`config.mk`:
```
export PLATFORM = sky130hd
export DESIGN_NAME = cpu_clk_ctrl
export DESIGN_NICKNAME = d
export VERILOG_FILES = /design/src/rtl/cpu_clk_ctrl.sv
export SDC_FILE = /design/constraint.sdc
export NUM_CORES = 1
export LEC_CHECK = 0
export BUFFER_PORTS_ARGS = -buffer_cell sky130_fd_sc_hd__buf_4
export CAP_MARGIN = 0
export CELL_PAD_IN_SITES_DETAIL_PLACEMENT = 0
export CELL_PAD_IN_SITES_GLOBAL_PLACEMENT = 2
export CORE_UTILIZATION = 35
export CTS_CLUSTER_DIAMETER = 40
export DETAILED_ROUTE_END_ITERATION = 12
export PLACE_DENSITY = 0.86
export SLEW_MARGIN = 0
export SYNTH_ARGS = -nofsm -noshare
export SYNTH_HDL_FRONTEND = slang
export SYNTH_SLANG_ARGS = --single-unit
```
`constraint.sdc`:
```
create_clock -name clk -period 2.11 [get_ports clk]
set_input_delay 0.211 -clock clk [delete_from_list [all_inputs] [get_ports clk]]
set_output_delay 0.211 -clock clk [all_outputs]
set_load 0.02 [all_outputs]
```
`src/rtl/cpu_clk_ctrl.sv`:
```
// Run-control stage: turns divided slow-clock rises into single-cycle core enables under
// free-run / halt / single-step control. Optional breakpoint halt via CLKCTRL_BREAKPOINT_EN.
module cpu_clk_ctrl #(
   parameter int unsigned DEBOUNCE_CYCLES = 1000000,
   parameter int unsigned CNT_W           = 16
) (
   input  logic             clk,
   input  logic             rst,
   input  logic             slow_clk_i,
   input  logic             btn_run_i,
   input  logic             btn_step_i,
`ifdef CLKCTRL_BREAKPOINT_EN
   input  logic [31:0]      pc_i,
   input  logic [31:0]      bp_addr_i,
   input  logic             bp_valid_i,
`endif
   output logic             cpu_ce_o,
   output logic             run_o,
   output logic [1:0]       state_o,
   output logic [CNT_W-1:0] step_cnt_o
);

   localparam int unsigned DbW = $clog2(DEBOUNCE_CYCLES);
   localparam logic [DbW-1:0]   DbLast = DbW'(DEBOUNCE_CYCLES - 1);
   localparam logic [DbW-1:0]   DbOne  = DbW'(1);
   localparam logic [CNT_W-1:0] CntOne = CNT_W'(1);

   typedef enum logic [1:0] {
      StHalt     = 2'b00,
      StRun      = 2'b01,
      StStepWait = 2'b10,
      StBad      = 2'b11
   } state_e;

   state_e           state_q;
   logic             ce_q;
   logic [CNT_W-1:0] cnt_q;
   logic [2:0]       slow_q;
   logic [1:0]       sync1_q, sync2_q, stable_q, stable_dly_q;
   logic [DbW-1:0]   db_cnt_q [2];
   logic             tick, run_press, step_press, bp_hit;

   assign tick       = slow_q[1] & ~slow_q[2];
   assign run_press  = stable_q[0] & ~stable_dly_q[0];
   assign step_press = stable_q[1] & ~stable_dly_q[1];

`ifdef CLKCTRL_BREAKPOINT_EN
   assign bp_hit = bp_valid_i && (pc_i == bp_addr_i);
`else
   assign bp_hit = 1'b0;
`endif

   // Bit 0 is the run button, bit 1 the step button.
   always_ff @(posedge clk) begin
      if (rst) begin
         slow_q       <= '0;
         sync1_q      <= '0;
         sync2_q      <= '0;
         stable_q     <= '0;
         stable_dly_q <= '0;
         db_cnt_q[0]  <= '0;
         db_cnt_q[1]  <= '0;
      end else begin
         slow_q       <= {slow_q[1:0], slow_clk_i};
         sync1_q      <= {btn_step_i, btn_run_i};
         sync2_q      <= sync1_q;
         stable_dly_q <= stable_q;
         for (int i = 0; i < 2; i++) begin
            if (sync2_q[i] == stable_q[i]) begin
               db_cnt_q[i] <= '0;
            end else if (db_cnt_q[i] == DbLast) begin
               stable_q[i] <= sync2_q[i];
               db_cnt_q[i] <= '0;
            end else begin
               db_cnt_q[i] <= db_cnt_q[i] + DbOne;
            end
         end
      end
   end

   always_ff @(posedge clk) begin
      if (rst) begin
         state_q <= StHalt;
         ce_q    <= 1'b0;
         cnt_q   <= '0;
      end else begin
         ce_q <= 1'b0;
         if (ce_q) cnt_q <= cnt_q + CntOne;
         case (state_q)
            StHalt: begin
               if (run_press)       state_q <= StRun;
               else if (step_press) state_q <= StStepWait;
            end
            StRun: begin
               if (tick && !bp_hit) ce_q <= 1'b1;
               if (run_press)            state_q <= StHalt;
               else if (tick && bp_hit)  state_q <= StHalt;
            end
            StStepWait: begin
               // Steps are never blocked by a breakpoint so it can be stepped over.
               if (tick) ce_q <= 1'b1;
               if (run_press) state_q <= StRun;
               else if (tick) state_q <= StHalt;
            end
            default: state_q <= StHalt;
         endcase
      end
   end

   assign cpu_ce_o   = ce_q;
   assign run_o      = (state_q == StRun);
   assign state_o    = state_q;
   assign step_cnt_o = cnt_q;

endmodule

```
==> impl_metrics.yaml <==
pwr:
  switching_share_pct: 23.91
  seq_power_share_pct: 55.2
  power.density_nw_per_um2: 640.0
  leakage_uw: 0.001523
  ir_drop_uv: 343.2
  comb_power_share_pct: 5.7
  p_clk_share_pct: 39.1
  intPower_uw: 2091
  power_switching_uw: 657.1
  finalPower_uw: 2748
outcome:
  status: "finished, final reports clean"
sta:
  setup_viol: 0
  finalWorstSetupSlack_ns: 0.03678
  timing.fmax_mhz: 482.3
  hold_viol: 0
  rsz0062_at_grt: "true"
  fin_skew_ns: 0.01638
  timing.hold.ws_ns: 0.09593
  finalCritPeriodShare_pct: 98.26
  final_max_slew_viol_count: 0
  period_minus_slack_ns: 2.073
worst_setup_path:
  crit_path_end: "db_cnt_q[0][19]"
  rr_worst_depth: 5
  end_kind: "register"
  worstSetupStartpoint: "db_cnt_q[0][11]"
  cp_cell_sequence: "or4_4, or4_4, o21ai_4, buf_12, a21oi_1"
  cp_slowest_cell: "or4_4"
  critPathMaxFanout: 19
  crit_path_start_kind: "register"
  path_class: "reg2reg"
  critPathMostFrequentCell: "or4_4"
  arrival_ns: 2.16
  cp_slowest_stage_delay_ns: 0.54
  regToRegEndpoint: "db_cnt_q[0][19]"
  cp.required_ns: 2.20
  r2r_slack_ns: 0.04
  r2r_start: "db_cnt_q[0][11]"
clocking:
  cts_tree: "done"
  cts_root_buf: "clkbuf_8"
  clk_pin_slew_ns: 0.08
  htree_levels: 3
  cts.sinks: 70
  numCtsBuffers: 9
  clockBufferDepth: 2
  clk_latency_ns: 0.35
detailed_routing:
  wl_per_cell_um: 11.30
  drtAntennaViolNets: 0
  first_iter_violations: 99
  vias_per_cell: 4.647
  totalWireLength_um: 6397
  first_pass_iters: 4
  drc: 0
  vias: 2630
floorplanning:
  dieWidth_um: 101.3
  fp.coreArea_um2: 9415
  placementRows: 35
  pin_count: 25
  initial_core_util_pct: 36.66
  fp.dieH_um: 101.3
  die_area_um2: 10260
synth:
  async_flop_share_pct: 0
  ys_warn_count: 0
  ys_top_cells_by_area: "edfxtp_1 (35%), dfxtp_1 (17%), xnor2_1 (7.1%), nor2_1 (5.0%), xor2_1 (2.5%)"
  synth_cell_types: 40
  synth_edf_count: 40
  synth_flop_cell: "edfxtp_1"
  synth_top_area_cell: "edfxtp_1"
  ys_ff_latch: 70
  yosys-top-cells-count: "nor2_1 (46), edfxtp_1 (40), dfxtp_1 (30)"
  ys_seq_area_share_pct: 52.19
  yosysMostFrequentCell: "nor2_1"
  syn_inst: 346
  yosys.area.top_type_share_pct: 34.80
  synth_area_per_cell_um2: 9.977
  synth_area_um2: 3452
hold_path:
  worstHoldStart: "btn_run_i"
  hold_depth: 2
  hold_class: "in2reg"
global_route:
  grt_pass1_wl_um: 11190
  grt.overflow.total: 0
  grt_max_degree: 23
  grt_pass1_vias: 2387
  grt_usage_pct: 14.01
  antenna_found_initial: 0
job:
  drv_cap: 0
layout:
  drive_gt1_share_pct: 16.93
  fin_util_pct: 45.61
  nFillCells: 920
  synthToLayoutAreaGrowth_pct: 24.39
  antenna_cells: 0
  nets: 443
placement:
  io_buffers: 24
  hpwl_um: 4631
  place_congestion: 0.7313
  post-place-ws_ns: 0.03720
==> power groups by stage <==
stage | Clock, uW | Sequential, uW | Combinational [uW]
finish | 1070 | 1520 | 157
global route | 1170 | 1520 | 179
CTS | 1130 | 1520 | 156
detailed placement | 0 | 1550 | 155
global placement | 0 | 1550 | 153
floorplan | 0 | 1550 | 95.3
==> what timing repair did <==
action | in CTS | in global routing
setup buffers | 0 | 0
hold buffers | 0 | 0
gates resized for setup | 0 | 4
endpoints found under the setup margin | 0 | 20
==> metrics by stage <==
step / setup TNS, ns / instance area, um2 / instances
floorplan: 0 / 3598 / 385
global placement: 0 / 4076 / 550
detailed placement: 0 / 4076 / 550
CTS: 0 / 4277 / 566
global route: -0.5766 / 4294 / 566
finish: 0 / 4294 / 566
==> worst min-delay path by stage <==
stage                      end  slack [ns]
floorplan            slow_q[0]        0.34
global placement    sync2_q[1]        0.42
detailed placement  sync2_q[1]        0.42
CTS                 sync1_q[0]        0.07
global route        sync1_q[1]         0.1
finish              sync1_q[0]         0.1
==> metal layers <==
metal | vias to the layer above | routed length, um | GRT usage [%]
li1 | 1376 | - | -
met1 | 1210 | 3334 | 19.21
met2 | 34 | 2750 | 20.88
met3 | 10 | 197 | 3.589
met4 | 0 | 114 | 6.020
met5 | - | 0 | 0
==> cell families (layout without fill, tap and decap cells) <==
family,count (synthesis),in the layout,synth area share [%]
fa+ha+maj,6,6,2.175
mux,3,3,0.9061
compound gates,37,37,6.270
other cells,1,40,0.1086
buf+inv,24,76,2.827
flops,70,70,52.19
simple gates,167,167,25.88
xor+xnor,38,38,9.641
==> critical path, delay by kind of cell, from the launching register on <==
kind,cells,cell delay (ns)
AND/OR/NAND/NOR,2,1.06
AO/OA/AOI/OAI,2,0.21
buffers and inverters,1,0.17
flip-flops,1,0.39
==> placed cells by master, fill, tap and decap left out, types with 2 or more instances in the layout <==
| cell type | n |
|---|---|
| nand3_1 | 14 |
| nand4_1 | 12 |
| clkinv_4 | 2 |
| nand2_1 | 21 |
| or3_1 | 9 |
| or4_1 | 6 |
| o31ai_1 | 5 |
| and3_1 | 6 |
| or4b_2 | 2 |
| nor3b_1 | 2 |
| edfxtp_1 | 40 |
| inv_1 | 13 |
| nand2b_1 | 2 |
| nor3_1 | 10 |
| xnor2_1 | 28 |
| mux2i_1 | 2 |
| or4_4 | 2 |
| nand4b_1 | 2 |
| nor2_1 | 45 |
| conb_1 | 40 |
| o21ai_0 | 11 |
| buf_4 | 46 |
| xor2_1 | 10 |
| nand3b_1 | 2 |
| clkbuf_8 | 10 |
| dfxtp_1 | 30 |
| nor4_1 | 12 |
| a21oi_1 | 17 |
| nor2b_1 | 11 |
| ha_1 | 6 |
==> registers in the layout, summed over array words and instances (netlist names) <==
name and flops:
cpu_ce_o 1, db_cnt_q 40, slow_q 3, stable_dly_q 2
stable_q 2, state_o 2, step_cnt_o 16, sync1_q 2
sync2_q 2
==> cell type report <==
class	instances	area, um2	area share [%]
clock inverters	5	37.54	0.8741
multi-input cells	291	1717	39.98
inverters	13	48.80	1.136
flip-flops and latches	70	1802	41.96
repair buffers	47	365.4	8.508
well taps	129	161.4	3.759
clock buffers	11	162.7	3.788
Power figures use the tool's default switching activity.
